**config.mk**
```make
export PLATFORM = sky130hd
export DESIGN_NAME = clk_divider_param_flat
export DESIGN_NICKNAME = d
export VERILOG_FILES = /design/src/rtl/clk_divider_param_if.sv /design/src/rtl/clk_divider_param.sv /design/src/flat_wrapper.sv
export SDC_FILE = /design/constraint.sdc
export NUM_CORES = 1
export LEC_CHECK = 0
export ABC_AREA = 1
export BUFFER_PORTS_ARGS = -buffer_cell sky130_fd_sc_hd__clkbuf_2
export CAP_MARGIN = 20
export CELL_PAD_IN_SITES_DETAIL_PLACEMENT = 1
export CELL_PAD_IN_SITES_GLOBAL_PLACEMENT = 1
export CORE_MARGIN = 2
export CORE_UTILIZATION = 35
export CTS_CLUSTER_SIZE = 28
export DETAILED_ROUTE_END_ITERATION = 7
export GPL_TIMING_DRIVEN = 0
export PLACE_DENSITY = 0.84
export SLEW_MARGIN = 10
export SYNTH_ARGS = -nofsm -noshare
export SYNTH_HDL_FRONTEND = slang
export SYNTH_SLANG_ARGS = --single-unit
```
**constraint.sdc**
```tcl
create_clock -name clkin -period 2.71 [get_ports clkin]
set_input_delay 0.1355 -clock clkin [delete_from_list [all_inputs] [get_ports clkin]]
set_output_delay 0.1355 -clock clkin [all_outputs]
set_load 0.05 [all_outputs]
```
**src/rtl/clk_divider_param_if.sv**
```systemverilog
// Control and status bundle for clk_divider_param: settings and enable in,
// divided clock, strobe and phase/status out.
interface clk_divider_param_if #(
   parameter int unsigned DIV_W = 8
);
   logic             en;
   logic             load;
   logic [DIV_W-1:0] div_in;
   logic             mode_in;
   logic             clkout;
   logic             tick;
   logic [DIV_W-1:0] counter;
   logic [DIV_W-1:0] active_div;
   logic             pending;

   modport master (
      output en, load, div_in, mode_in,
      input  clkout, tick, counter, active_div, pending
   );

   modport slave (
      input  en, load, div_in, mode_in,
      output clkout, tick, counter, active_div, pending
   );
endinterface

```
**src/rtl/clk_divider_param.sv**
```systemverilog
// Runtime-programmable integer clock divider with square or pulse output.
// New settings are double-buffered and swapped in only at a period wrap.
module clk_divider_param #(
   parameter int unsigned DIV_W        = 8,
   parameter int unsigned DEFAULT_DIV  = 4,
   parameter bit          DEFAULT_MODE = 1'b0
) (
   input logic                clkin,
   input logic                reset,
   clk_divider_param_if.slave bus
);

   localparam logic [DIV_W-1:0] ResetDiv =
      (DEFAULT_DIV < 2) ? DIV_W'(2) : DIV_W'(DEFAULT_DIV);

   logic [DIV_W-1:0] cnt_q, cnt_d;
   logic [DIV_W-1:0] div_q, div_d;
   logic [DIV_W-1:0] pdiv_q, pdiv_d;
   logic             mode_q, mode_d;
   logic             pmode_q, pmode_d;
   logic             pend_q, pend_d;
   logic             clkout_q, clkout_d;
   logic             tick_q, tick_d;

   logic [DIV_W-1:0] cap_div;
   logic [DIV_W:0]   high_len;
   logic             wrap;

   always_comb begin
      cnt_d    = cnt_q;
      div_d    = div_q;
      pdiv_d   = pdiv_q;
      mode_d   = mode_q;
      pmode_d  = pmode_q;
      pend_d   = pend_q;
      clkout_d = clkout_q;
      tick_d   = 1'b0;

      cap_div = (bus.div_in < DIV_W'(2)) ? DIV_W'(2) : bus.div_in;
      wrap    = bus.en && (cnt_q == div_q - DIV_W'(1));

      if (bus.load) begin
         pdiv_d  = cap_div;
         pmode_d = bus.mode_in;
         pend_d  = 1'b1;
      end

      // A load coinciding with the wrap bypasses the pending stage.
      if (wrap) begin
         if (bus.load) begin
            div_d  = cap_div;
            mode_d = bus.mode_in;
            pend_d = 1'b0;
         end else if (pend_q) begin
            div_d  = pdiv_q;
            mode_d = pmode_q;
            pend_d = 1'b0;
         end
      end

      // ceil(D/2) computed one bit wider so D = 2^DIV_W-1 cannot overflow.
      high_len = ({1'b0, div_d} + (DIV_W+1)'(1)) >> 1;

      if (bus.en) begin
         cnt_d    = wrap ? '0 : cnt_q + DIV_W'(1);
         tick_d   = wrap;
         clkout_d = mode_d ? (cnt_d == '0) : ({1'b0, cnt_d} < high_len);
      end
   end

   always_ff @(posedge clkin) begin
      if (!reset) begin
         cnt_q    <= '0;
         div_q    <= ResetDiv;
         pdiv_q   <= '0;
         mode_q   <= DEFAULT_MODE;
         pmode_q  <= 1'b0;
         pend_q   <= 1'b0;
         clkout_q <= 1'b0;
         tick_q   <= 1'b0;
      end else begin
         cnt_q    <= cnt_d;
         div_q    <= div_d;
         pdiv_q   <= pdiv_d;
         mode_q   <= mode_d;
         pmode_q  <= pmode_d;
         pend_q   <= pend_d;
         clkout_q <= clkout_d;
         tick_q   <= tick_d;
      end
   end

   assign bus.clkout     = clkout_q;
   assign bus.tick       = tick_q;
   assign bus.counter    = cnt_q;
   assign bus.active_div = div_q;
   assign bus.pending    = pend_q;

endmodule

```
**src/flat_wrapper.sv**
```systemverilog
// flat-port wrapper written by rule: the top's interface ports become plain ports
module clk_divider_param_flat 
#(
   parameter int unsigned DIV_W        = 8,
   parameter int unsigned DEFAULT_DIV  = 4,
   parameter bit          DEFAULT_MODE = 1'b0
)
  (clkin, reset, bus_en, bus_load, bus_div_in, bus_mode_in, bus_clkout, bus_tick, bus_counter, bus_active_div, bus_pending);
  clk_divider_param_if #(.DIV_W(DIV_W)) bus_i ();
  input logic clkin;
  input logic reset;
  input wire logic [$bits(bus_i.en)-1:0] bus_en;
  input wire logic [$bits(bus_i.load)-1:0] bus_load;
  input wire logic [$bits(bus_i.div_in)-1:0] bus_div_in;
  input wire logic [$bits(bus_i.mode_in)-1:0] bus_mode_in;
  output wire logic [$bits(bus_i.clkout)-1:0] bus_clkout;
  output wire logic [$bits(bus_i.tick)-1:0] bus_tick;
  output wire logic [$bits(bus_i.counter)-1:0] bus_counter;
  output wire logic [$bits(bus_i.active_div)-1:0] bus_active_div;
  output wire logic [$bits(bus_i.pending)-1:0] bus_pending;
  assign bus_i.en = bus_en;
  assign bus_i.load = bus_load;
  assign bus_i.div_in = bus_div_in;
  assign bus_i.mode_in = bus_mode_in;
  assign bus_clkout = bus_i.clkout;
  assign bus_tick = bus_i.tick;
  assign bus_counter = bus_i.counter;
  assign bus_active_div = bus_i.active_div;
  assign bus_pending = bus_i.pending;
  clk_divider_param #(.DIV_W(DIV_W), .DEFAULT_DIV(DEFAULT_DIV), .DEFAULT_MODE(DEFAULT_MODE)) u_core (.clkin(clkin), .reset(reset), .bus(bus_i));
endmodule
```
Yosys cells after proc, flatten, opt, wreduce, memory -nomap -nowiden
Index checks and enable logic that the tools add are counted.

cells by class
  mux-type cells = 13
  reduce and logical (&&, ||, !) cells = 3
  add/subtract/negate cells = 3
  equality and inequality tests = 1
  magnitude comparators = 2

operators with widths
  kind                   count
  $mux W8                5
  $add A8 B1 Y9 const B  1
  $add A8 B1 Y8 const B  1
  $eq A8 B8 Y1           1
  $logic_not A8 Y1       1
  $lt A8 B2 Y1 const B   1
  $lt A8 B8 Y1           1
  $mux W1                8
  $sub A8 B1 Y8 const B  1
  $reduce_and A2 Y1      1
  $logic_and A1 B1 Y1    1

storage, ports and cells
  output and inout port bits = 19
  flip-flop bits (word level) = 29

Logic depth before layout (Yosys ltp)
Gate-level depths: netlist of the first run.

  word-level depth = 7
  gate-level depth with buffers = 26
  gate-level depth less buffers = 25

Worst setup path after synthesis of the first run
Ideal clock, no wire load.

  path kind = reg2reg
  from = register u_core.div_q[0], in the netlist u_core.bus.active_div[0]
  to = register u_core.clkout_q, in the netlist u_core.bus.clkout
  data required time = 2643 ps
  path buffers = 1
  setup slack = -717 ps
  stages on the path, launching flop included = 23
  arrival = 3360 ps
  path through = dfxtp_1 -> inv_1 -> ha_1 -> nand2_1 -> nand3_1 -> nor2_1 -> nand2_1 -> nor2_1 -> nand2_1 -> nor2_4 -> nand2_4 -> buf_6 -> o21ai_2 -> inv_1 -> ha_1 -> nand3_1 -> xnor2_1 -> ha_1 -> a21oi_1 -> o21ai_0 -> nor2_1 -> nand2_1 -> a21oi_2

on the way
  cells in the longest elaborated chain, start to end = 7
  elaborated cells on any way between the ends = 12

ends and longest elaborated chain
  what                       RTL line                 RTL
  start, declared            clk_divider_param.sv:17  logic [DIV_W-1:0] div_q, div_d;
  start signal, assigned     clk_divider_param.sv:74  div_q <= ResetDiv;
  start signal, assigned     clk_divider_param.sv:83  div_q <= div_d;
  $sub A8 B1 Y8              clk_divider_param.sv:40  wrap = bus.en && (cnt_q == div_q - DIV_W'(1));
  $eq A8 B8 Y1               clk_divider_param.sv:40
  $logic_and A1 B1 Y1        clk_divider_param.sv:40
  $mux W8 (*)                clk_divider_param.sv:49  if (wrap) begin
  named net u_core.div_d[0]  clk_divider_param.sv:17
  $add A8 B1 Y9 (*)          clk_divider_param.sv:62  high_len = ({1'b0, div_d} + (DIV_W+1)'(1)) >> 1;
  $lt A8 B8 Y1 (*)           clk_divider_param.sv:67  clkout_d = mode_d ? (cnt_d == '0) : ({1'b0, cnt_d} < high_len);
  $mux W1 (*)                clk_divider_param.sv:67
  end signal, assigned       clk_divider_param.sv:88  clkout_q <= clkout_d;
  end, declared              clk_divider_param.sv:22  logic clkout_q, clkout_d;

The timed path passes the listed nets; every way through them passes the cells marked *.
A chain may end at the register's enable or synchronous reset.

Worst setup path in the final report of the first run
  from = register u_core.div_q[0], in the netlist u_core.bus.active_div[0]
  to = register u_core.clkout_q, in the netlist u_core.bus.clkout

on the way
  cells in the longest elaborated chain, start to end = 7
  elaborated cells on any way between the ends = 12

ends and longest elaborated chain
  what                 RTL line
  $sub A8 B1 Y8        clk_divider_param.sv:40
  $eq A8 B8 Y1         clk_divider_param.sv:40
  $logic_and A1 B1 Y1  clk_divider_param.sv:40
  $mux W8              clk_divider_param.sv:49
  $add A8 B1 Y9        clk_divider_param.sv:62
  $lt A8 B8 Y1         clk_divider_param.sv:67
  $mux W1 (*)          clk_divider_param.sv:67

Every way passes the cells marked *; elsewhere a longest branch is shown, timed or not.

==> results by group, run 1 <==
Worst setup path
  • Crit path from: u_core.bus.active_div[0]
  • R2r worst-path depth: 25
  • CP most frequent cell: nand2_1
  • WS Path Type: flip-flop to flip-flop
  • Crit path capture: u_core.bus.clkout
  • Highest-delay cell along the critical path: dfxtp_4
  • Worst path bufs/invs: 5
  • CP Capture Type: flip-flop
  • Critical Path Fanout Max: 8
  • RR Endpoint: u_core.bus.clkout
  • R2r startpoint: u_core.bus.active_div[0]
  • Critical Path RT: 2.94 ns
  • R2R Setup Slk: -0.35 ns
  • Arrival time worst endpoint: 3.30 ns
  • Worst Setup Start Kind: flip-flop
  • CP top delay family: simple AND/OR/NAND/NOR gates
  • Slowest stage delay, CP: 0.37 ns
  • WP depth: 25

Timing
  • RSZ-0062 raised after global routing: yes
  • Final Critical Period: 3.06 ns
  • Measured slew at the worst slew-check pin: 0.509 ns
  • Fin Setup TNS: -0.355 ns
  • Final Worst Setup Slack: -0.355 ns
  • Headroom to the max-slew limit: 66.1%
  • Tcrit/Tclk final: 113%
  • Max Clk Rate: 326 MHz
  • Final slew viol count: 0
  • Clock Skews: 0.00748 ns
  • Final Setup Violations: 1
  • Final hold violations: 0

Synth
  • Average cell area after synthesis: 6.29 sq um
  • Number of flops mapped to enable cells by yosys: 0
  • Post-synth top area share: 28.6%
  • Synth area leader: dfxtp_1
  • Register area share after synthesis: 28.6%
  • Ys async rst share: 0%
  • Adder-cell share of the synthesized area: 6.17%
  • Most common cell in the netlist: nand2_1
  • Xor-xnor portion of the synthesized cell area: 4.32%
  • Largest family of logic cells by synthesized area: simple AND/OR/NAND/NOR gates
  • Mapped Area: 2030 sq um
  • Compound-Gate Fraction of Synth Area: 16.5%
  • Top cells by count, synth: 88 x nand2_1, 38 x inv_1, 33 x nor2_1
  • Top cells by area, synth: dfxtp_1 29%, nand2_1 16%, o21ai_0 7.4%, inv_1 7.0%, ha_1 6.2%
  • Mux cell area share after synthesis: 0%
  • Yosys reg bits: 29
  • Simple-gate share of the synthesized area: 33.6%
  • Synth unique cells: 30
  • Synth warnings: 0
  • Main synth FF type: dfxtp_1
  • Synth Instances: 322
  • Syn nets: 345

CTS
  • H-tree levels: 2
  • CTS Buf Count: 5
  • CTS Hold Bufs: 0
  • Clock latency on the worst-skew pair: 0.29 ns
  • Longest Clk Path Bufs: 2
  • CTS sink cnt: 29
  • Worst-path clk slew: 0.07 ns
  • Clock root buffer: clkbuf_8
  • CTS tree: built

Place
  • Count of input and output buffers: 29
  • Worst Setup Slack post-DPL: -0.419 ns
  • DPL Wire Length: 4770 um
  • Area post-placement: 2330 sq um
  • Placer Congestion: 0.820
  • Dpl cells: 423

Die
  • # rows: 27
  • Starting Density: 36.6%
  • Chip Height: 80.1 um
  • Die X: 80.1 um
  • Die Area: 6420 sq um
  • CORE AREA: 5540 sq um
  • I/O pin count: 32

Route
  • Via-to-Cell Ratio: 5.22
  • Final ANT Viol Nets: 0
  • Post-Route WL: 6770 um
  • Detailed Routing Iterations Pass 1: 4
  • Via Count: 2283
  • Avg WL per Cell: 15.5 um
  • Number of remaining DRC errors: 0
  • Initial drt markers: 124

Status
  • Outcome: finished, violations left
  • Failing checks: setup timing

GRT
  • Global route overflow: 0
  • Gr usage total: 23.1%
  • Vias in the first global route: 2315
  • Initial antenna violation count: 0
  • Largest net degree at the start of global routing: 11
  • First-pass GRT wire length: 11200 um

Power and ir drop
  • VDD IR-drop max: 0.000214 V
  • Pwr Density: 442 nW/um^2
  • Leakage power: 1.28 nW

Finish
  • Layout Nets: 388
  • Antenna cells: 0
  • Cell area after layout: 2600 sq um
  • Fillers: 758
  • Fin cells: 437
  • Layout cell share with drive strength beyond 1: 26.0%
  • Area grow syn2layout: 28.1%

Min path
  • HP Class: input port to flip-flop

Run
  • Max capacitance violation total: 0
registers in the layout, summed over array words and instances, names as in the netlist:
| signal | count |
|---|---|
| u_core.bus.tick | 1 |
| u_core.pdiv_q | 8 |
| u_core.mode_q | 1 |
| u_core.pmode_q | 1 |
| u_core.bus.pending | 1 |
| u_core.bus.counter | 8 |
| u_core.bus.clkout | 1 |
| u_core.bus.active_div | 8 |
worst register-to-register path, cell delays in order (launching register included):
cell,delay [ns]
dfxtp_4,0.37
inv_6,0.06
ha_4,0.26
inv_1,0.04
nand2_1,0.07
nand3_2,0.09
nor2_4,0.11
nand2_1,0.06
nor2_1,0.09
nand2_1,0.09
nor2_4,0.10
nand2_4,0.09
buf_8,0.16
nand2_4,0.06
o21ai_4,0.07
buf_12,0.13
nor3_4,0.23
xor2_1,0.20
ha_1,0.28
nand2_1,0.07
inv_1,0.04
nand2_1,0.07
nand2_1,0.06
nand2_1,0.06
nand2_1,0.06
a21oi_2,0.10
final cells by class:
class / count / area [sq um] / area share (%)
flip-flops and latches: 29 / 593 / 22.8
clock inverters: 1 / 5.00 / 0.193
inverters: 44 / 173 / 6.65
multi-input cells: 239 / 1380 / 53.0
repair buffers: 36 / 210 / 8.09
clock buffers: 6 / 93.8 / 3.61
plain buffers: 10 / 55.1 / 2.12
well taps: 72 / 90.1 / 3.47
repair_timing:
item,4_1_cts,5_1_grt
pin swaps,9,5
gates cloned,0,0
endpoints found under the setup margin,1,1
gates resized for setup,10,9
hold endpoints to repair,0,0
buffers inserted,7,0
worst min-delay path by stage:
stage,start,to,slack [ns],depth (start not counted)
floorplan,reset,u_core.bus.counter[0],0.27,2
global placement,reset,u_core.bus.counter[0],0.41,3
detailed placement,reset,u_core.bus.counter[0],0.41,3
CTS,bus_mode_in,u_core.pmode_q,0.11,3
global route,bus_mode_in,u_core.pmode_q,0.12,3
finish,bus_mode_in,u_core.pmode_q,0.10,3
layer usage:
layer / GRT usage [%] / part of all wire (%)
met1: 26.2 / 41
met2: 41.1 / 51
met3: 5.06 / 4.4
met4: 10.7 / 2.8
met5: 0 / 0
metrics by stage:
| stage | hold WS [ns] | power (mW) | utilization [%] |
|---|---|---|---|
| 6_report | 0.105 | 1.15 | 46.9 |
| 5_1_grt | 0.117 | 1.20 | 46.9 |
| 4_1_cts | 0.112 | 1.13 | 45.9 |
| 3_5_place_dp | 0.413 | 0.720 | 42.1 |
| 3_3_place_gp | 0.407 | 0.710 | 42.1 |
| 2_1_floorplan | 0.266 | 0.654 | - |
where the power goes:
group          switching (mW)  internal [mW]
registers              0.0209          0.445
logic                   0.186         0.0856
clock network           0.181          0.230
total                   0.388          0.761
logic make-up (layout without fill, tap and decap cells):
family,Yosys count,count (layout)
AND/OR/NAND/NOR,157,157
buffers and inverters,54,97
AO/OA/AOI/OAI,62,62
flip-flops,29,29
XOR/XNOR,10,10
adder cells (fa/ha/maj),10,10
layout by cell type, fill, tap and decap left out, drive strengths merged:
| cell | netlist | layout |
|---|---|---|
| o21bai | 1 | 1 |
| ha | 10 | 10 |
| nand3 | 19 | 19 |
| a21oi | 22 | 22 |
| clkbuf | 6 | 41 |
| dfxtp | 29 | 29 |
| nor2 | 39 | 39 |
| xor2 | 5 | 5 |
| inv | 42 | 42 |
| nand4 | 2 | 2 |
| buf | 4 | 11 |
| nor4 | 1 | 1 |
| xnor2 | 5 | 5 |
| nand2 | 94 | 94 |
| nor3 | 1 | 1 |
| o21ai | 39 | 39 |
| nor3b | 1 | 1 |
| clkinv | 2 | 3 |
No activity file was read; power rests on OpenSTA's default activity.
==> run 2: changes to the inputs <==
SKIP_CTS_REPAIR_TIMING = 1   (was unset)
==> run 2 against run 1 <==
Net effect:
- the flow still finishes with violations (setup timing)
- sequential power is essentially flat
- combinational power is essentially flat
- non-clock buffer count shrank 1
- critical path depth is the same
- maximum frequency grew 0.55%
- worst hold slack gained 0.0039 ns
- sequential share of layout area is essentially flat
- global-route usage shrank 1.7 points
- die area is the same
- via count shrank 0.53%
- clock power is essentially flat
==> results by group, run 2 (synthesized netlist as in run 1, its figures left out) <==
Worst setup path
  • RR Endpoint: u_core.bus.clkout
  • Worst Setup Start Kind: flip-flop
  • R2r startpoint: u_core.bus.active_div[0]
  • WS Path Type: flip-flop to flip-flop
  • R2R Setup Slk: -0.34 ns (+0.02 ns)
  • R2r worst-path depth: 25 (unchanged)
  • Arrival time worst endpoint: 3.27 ns (-0.03 ns)
  • Critical Path Fanout Max: 8 (unchanged)
  • CP Capture Type: flip-flop
  • Critical Path RT: 2.93 ns (about the same)

GRT
  • Vias in the first global route: 2268 (-2.0%)
  • Largest net degree at the start of global routing: 11 (unchanged)
  • Gr usage total: 21.4% (-1.7 points)
  • Initial antenna violation count: 0 (unchanged)
  • Global route overflow: 0 (unchanged)
  • First-pass GRT wire length: 10500 um (-6.6%)

Timing
  • Final slew viol count: 0 (unchanged)
  • Tcrit/Tclk final: 112% (-0.62 points)
  • Hold_ws: 0.109 ns (+0.00394 ns)
  • RSZ-0062 raised after global routing: yes
  • Final Setup Violations: 1 (unchanged)
  • Measured slew at the worst slew-check pin: 0.532 ns (+0.0227 ns)
  • Headroom to the max-slew limit: 64.6% (-1.5 points)
  • Final hold violations: 0 (unchanged)
  • Clock Skews: 0.00785 ns (+0.000369 ns)
  • Max Clk Rate: 328 MHz (+0.55%)
  • Final Worst Setup Slack: -0.338 ns (+0.0168 ns)
  • Final Critical Period: 3.05 ns (-0.0168 ns)

Route
  • Avg WL per Cell: 15.5 um (about the same)
  • Via-to-Cell Ratio: 5.21 (-0.30%)
  • Initial drt markers: 115 (-7.3%)
  • Detailed Routing Iterations Pass 1: 4 (unchanged)
  • Via Count: 2271 (-0.53%)
  • Final ANT Viol Nets: 0 (unchanged)
  • Post-Route WL: 6760 um (-0.22%)
  • Number of remaining DRC errors: 0 (unchanged)

Finish
  • Area grow syn2layout: 28.2% (about the same)
  • Share of the core filled with cells: 46.9% (about the same)
  • Layout Nets: 387 (-0.26%)
  • Antenna cells: 0 (unchanged)
  • Most common cell after layout, fill and taps aside: nand2_1
  • Most frequent cells in the layout: 83 x nand2_1, 34 x inv_1, 30 x clkbuf_2
  • Layout cell share with drive strength beyond 1: 27.5% (+1.4 points)
  • Fin cells: 436 (-0.23%)

Die
  • CORE AREA: 5540 sq um (unchanged)
  • Starting Density: 36.6% (unchanged)
  • Die Area: 6420 sq um (unchanged)
  • # rows: 27 (unchanged)
  • Die X: 80.1 um (unchanged)
  • Chip Height: 80.1 um (unchanged)
  • I/O pin count: 32 (unchanged)

Run
  • Max capacitance violation total: 0 (unchanged)

Place
  • DPL Wire Length: 4770 um (unchanged)
  • Count of input and output buffers: 29 (unchanged)
  • Dpl cells: 423 (unchanged)
  • Worst Setup Slack post-DPL: -0.419 ns (unchanged)
  • Placer Congestion: 0.820 (unchanged)

Power and ir drop
  • Pwr Total: 1.15 mW (-0.10%)
  • VDD IR-drop max: 0.000207 V (-3.4%)
  • Pwr Density: 442 nW/um^2 (-0.15%)
  • Leakage power: 1.27 nW (-0.53%)

CTS
  • H-tree levels: 2 (unchanged)
  • Clock latency on the worst-skew pair: 0.29 ns (about the same)
  • Longest Clk Path Bufs: 2 (unchanged)
  • CTS sink cnt: 29 (unchanged)
  • Clock root buffer: clkbuf_8
  • CTS tree: built
  • Worst-path clk slew: 0.07 ns (about the same)
  • CTS Buf Count: 5 (unchanged)

Min path
  • HP Class: input port to flip-flop
  • Hold endpoint: u_core.pmode_q
  • Hold Path Depth: 3 (unchanged)
  • Worst hold start: bus_mode_in

Status
  • Outcome: finished, violations left
  • Failing checks: setup timing
==> run 2: cell count changes in the layout (fill, tap and decap cells not counted), sizes merged <==
cell	change
buf	-1
==> run 2: how the worst max path moves through the flow <==
stage | from | endpoint | slack, ns | cells past startpoint
floorplan | u_core.bus.active_div[0] | u_core.bus.clkout | -0.18 | 25
global placement | u_core.bus.active_div[0] | u_core.bus.clkout | -0.34 | 25
detailed placement | u_core.bus.active_div[0] | u_core.bus.clkout | -0.42 | 24
CTS | u_core.bus.active_div[0] | u_core.bus.clkout | -0.48 | 23
finish | u_core.bus.active_div[0] | u_core.bus.clkout | -0.34 | 25
global route | u_core.bus.active_div[1] | u_core.bus.clkout | -0.63 | 25
==> run 2: worst max-delay path: stages, from the launching register on <==
cell	delay (ns)
dfxtp_4	0.37
inv_6	0.05
ha_4	0.26
inv_2	0.03
nand2_2	0.06
nand3_2	0.08
nor2_4	0.14
nand2_2	0.06
nor2_2	0.09
nand2_2	0.07
nor2_4	0.09
nand2_4	0.10
buf_12	0.16
nand2_4	0.06
o21ai_4	0.07
inv_2	0.08
ha_4	0.17
nand3_4	0.09
nor2_1	0.10
nand2_1	0.09
ha_4	0.24
a21oi_1	0.17
o21ai_2	0.07
nor2_1	0.08
nand2_1	0.07
a21oi_2	0.10
==> run 2: layout make-up <==
cell class	count	area, sq um
buffer	10	60.1
clock buffer	6	93.8
clock inverter	1	5.00
fill	756	2940
inverter	44	175
multi-input combinational	239	1390
sequential	29	593
tap	72	90.1
timing repair buffer	35	190
==> run 2: through the flow <==
stage                     TNS [ns]  area [sq um]
after floorplan             -0.179          2100
after global placement      -0.344          2330
after detailed placement    -0.419          2330
after CTS                   -0.480          2430
after global routing        -0.626          2600
final                       -0.338          2600
==> run 2: where the power goes <==
part	switching (mW)	leakage [nW]	internal [mW]	total, mW
Sequential	0.0209	0.240	0.445	0.466
Combinational	0.188	0.976	0.0843	0.273
Clock	0.179	0.0522	0.230	0.409
Total	0.388	1.27	0.759	1.15
==> run 2: routing by layer <==
metal	share of wire (%)	global-route usage (%)	vias to the layer above
li1	-	-	1104
met1	42	24.6	1114
met2	52	37.8	38
met3	3.2	4.38	15
met4	3.0	10.2	0
met5	0	0	-
==> run 3: changes to the inputs <==
ABC_AREA = 0   (was 1)
CORE_UTILIZATION = 39   (was 35)
PLACE_DENSITY = 0.86   (was 0.84)
==> run 3 against run 2 <==
Net effect:
- the run still ends with setup timing left
- flip-flop and latch count stayed put
- clock power is 9.3% higher
- sequential power is 3% lower
- sequential share of layout area is 1.7 points lower
- via count is 0.92% lower
- largest cell class unchanged
==> results by group, run 3 <==
Status
  • Outcome: finished, violations left
  • Failing checks: setup timing

Synth
  • Top cells by count, synth: 34 x nor2_1, 29 x dfxtp_1, 14 x xnor2_1
  • Synth unique cells: 57 (+90%)
  • Number of flops mapped to enable cells by yosys: 0 (unchanged)
  • Ys async rst share: 0% (unchanged)
  • Average cell area after synthesis: 8.32 sq um (+32%)
  • Synth area leader: dfxtp_1
  • Syn nets: 286 (-17%)
  • Yosys reg bits: 29 (unchanged)
  • Synth warnings: 0 (unchanged)
  • Main synth FF type: dfxtp_1
  • Top cells by area, synth: dfxtp_1 27%, nor2_1 5.8%, ha_1 5.7%, xnor2_1 5.6%, mux2i_1 4.6%
  • Register area share after synthesis: 26.5% (-2.1 points)
  • Most common cell in the netlist: nor2_1
  • Mapped Area: 2190 sq um (+8.0%)
  • Post-synth top area share: 26.5% (-2.1 points)
  • Synth Instances: 263 (-18%)

Route
  • Via Count: 2250 (-0.92%)
  • Avg WL per Cell: 19.2 um (+24%)
  • Initial drt markers: 93 (-19%)
  • WL met3: 367 um (+68%)
  • Detailed Routing Iterations Pass 1: 4 (unchanged)
  • Final ANT Viol Nets: 0 (unchanged)
  • Post-Route WL: 7540 um (+12%)
  • Number of remaining DRC errors: 0 (unchanged)
  • Met2 wire length: 3980 um (+14%)
  • Uppermost layer routed: met4
  • Met1 Wirelength: 3020 um (+6.0%)
  • Via-to-Cell Ratio: 5.74 (+10%)

GRT
  • First-pass GRT wire length: 10700 um (+2.4%)
  • Gr usage total: 22.4% (+0.92 points)
  • Initial antenna violation count: 0 (unchanged)
  • Largest net degree at the start of global routing: 11 (unchanged)
  • Global route overflow: 0 (unchanged)
  • Vias in the first global route: 2168 (-4.4%)

Finish
  • Layout cell share with drive strength beyond 1: 32.8% (+5.3 points)
  • Antenna cells: 0 (unchanged)
  • Most frequent cells in the layout: 34 x nor2_1, 30 x clkbuf_2, 22 x dfxtp_1
  • Area grow syn2layout: 30.0%
  • Most common cell after layout, fill and taps aside: nor2_1
  • Share of the core filled with cells: 52.0% (+5.1 points)
  • Layout Nets: 342 (-12%)
  • Fillers: 686 (-9.3%)

Timing
  • Headroom to the max-slew limit: 55.2% (-9.3 points)
  • Final Worst Setup Slack: -1.38 ns (-1.04 ns)
  • Final Critical Period: 4.09 ns (+1.04 ns)
  • Tcrit/Tclk final: 151% (+38 points)
  • Final Setup Violations: 1 (unchanged)
  • Final slew viol count: 0 (unchanged)
  • Clock Skews: 0.00934 ns (+0.00149 ns)
  • Final hold violations: 0 (unchanged)
  • Measured slew at the worst slew-check pin: 0.672 ns (+0.140 ns)
  • RSZ-0062 raised after global routing: yes
  • Max Clk Rate: 245 MHz (-25%)

Worst setup path
  • RR Endpoint: u_core.bus.clkout
  • CP Capture Type: flip-flop
  • R2r startpoint: u_core.bus.active_div[0]
  • Critical Path RT: 2.91 ns (-0.02 ns)
  • WS Path Type: flip-flop to flip-flop
  • Critical Path Fanout Max: 7 (-1)
  • Arrival time worst endpoint: 4.28 ns (+1.01 ns)
  • Worst Setup Start Kind: flip-flop
  • R2R Setup Slk: -1.38 ns (-1.04 ns)
  • R2r worst-path depth: 17 (-32%)

Run
  • Max capacitance violation total: 0 (unchanged)

Die
  • # rows: 27 (unchanged)
  • Chip Height: 78.9 um (-1.5%)
  • Die Area: 6230 sq um (-3.0%)
  • I/O pin count: 32 (unchanged)
  • CORE AREA: 5470 sq um (-1.2%)
  • Die X: 78.9 um (-1.5%)
  • Starting Density: 40.0% (+3.4 points)

Min path
  • Hold endpoint: u_core.pmode_q
  • HP Class: input port to flip-flop
  • Worst hold start: bus_mode_in
  • Hold Path Depth: 3 (unchanged)

CTS
  • H-tree levels: 2 (unchanged)
  • CTS sink cnt: 29 (unchanged)
  • Clock root buffer: clkbuf_8
  • CTS tree: built
  • Longest Clk Path Bufs: 2 (unchanged)
  • Worst-path clk slew: 0.07 ns (about the same)
  • CTS Buf Count: 5 (unchanged)
  • Clock latency on the worst-skew pair: 0.29 ns (about the same)

Power and ir drop
  • Pwr Density: 389 nW/um^2 (-12%)
  • Leakage power: 1.21 nW (-4.3%)
  • Pwr Total: 1.11 mW (-3.7%)
  • VDD IR-drop max: 0.000248 V (+20%)

Place
  • Placer Congestion: 0.868 (+5.9%)
  • Count of input and output buffers: 30 (+3.4%)
  • DPL Wire Length: 4730 um (-0.77%)
[run 3: cell count changes in the layout (fill, tap and decap cells not counted), moves of 9 or more]
cell | previous run | this run
buf_4 | 7 | 21
xnor2_1 | 3 | 12
o21ai_0 | 29 | 6
nand2_1 | 83 | 13
mux2i_1 | 0 | 10
inv_1 | 34 | 6
nand3_1 | 17 | 5
[run 3: report_power, final]
group / internal (mW) / switching [mW] / leakage [nW] / total, mW
Sequential: 0.439 / 0.0151 / 0.240 / 0.454
Combinational: 0.0772 / 0.127 / 0.921 / 0.205
Clock: 0.271 / 0.175 / 0.0528 / 0.447
Total: 0.788 / 0.318 / 1.21 / 1.11
[run 3: routing by layer]
layer / global-route usage [%] / up-vias
met5: 0 / -
met3: 3.75 / 15
li1: - / 1057
met1: 26.4 / 1116
met2: 41.8 / 62
met4: 5.69 / 0
[run 3: stage by stage]
stage / std cells / hold slack [ns] / area [sq um] / TNS [ns] / setup WS, ns
4_1_cts: 373 / 0.120 / 2600 / -2.96 / -1.60
6_report: 392 / 0.115 / 2840 / -1.38 / -1.38
5_1_grt: 392 / 0.141 / 2840 / -1.58 / -1.52
3_5_place_dp: 365 / 0.413 / 2490 / -2.58 / -1.52
3_3_place_gp: 365 / 0.406 / 2490 / -2.28 / -1.43
2_1_floorplan: 263 / 0.283 / 2250 / -1.18 / -1.18
[run 3: worst max-delay path by stage]
| stage | startpoint | slack (ns) | end | cells after the start |
|---|---|---|---|---|
| floorplan | u_core.bus.active_div[0] | -1.18 | u_core.bus.clkout | 18 |
| global placement | u_core.bus.active_div[0] | -1.43 | u_core.bus.clkout | 18 |
| detailed placement | u_core.bus.active_div[0] | -1.52 | u_core.bus.clkout | 18 |
| CTS | u_core.bus.active_div[0] | -1.60 | u_core.bus.clkout | 18 |
| global route | u_core.bus.active_div[0] | -1.52 | u_core.bus.clkout | 17 |
| finish | u_core.bus.active_div[0] | -1.38 | u_core.bus.clkout | 17 |
[run 3: area by class of cell]
type,instances,area (sq um),area share [%]
sequential,29,599,21.1
clock inverter,2,33.8,1.19
inverter,8,35.0,1.23
buffer,17,118,4.14
multi-input combinational,207,1580,55.4
timing repair buffer,51,320,11.3
clock buffer,6,72.6,2.55
tap,72,90.1,3.17
[run 3: cells by family after synthesis]
family          share of synthesized area, %
buf+inv                                 6.80
simple gates                            26.7
xor+xnor                                8.81
compound gates                          20.9
flops                                   26.5
fa+ha+maj                               5.72
mux                                     4.57
[run 3: critical path: stages, from the launching register on]
cell and delay, ns:
dfxtp_4 0.35, inv_4 0.07, ha_4 0.18, nand2b_1 0.09, o211a_1 0.21, o31a_1 0.30, a211oi_4 0.36, a31oi_1 0.16
o221ai_2 0.32, ha_2 0.26, nor3b_4 0.26, nand4_1 0.18, xnor2_2 0.17, ha_2 0.19, a21o_1 0.21, a2111oi_4 0.37
o21ai_2 0.10, o32ai_2 0.20
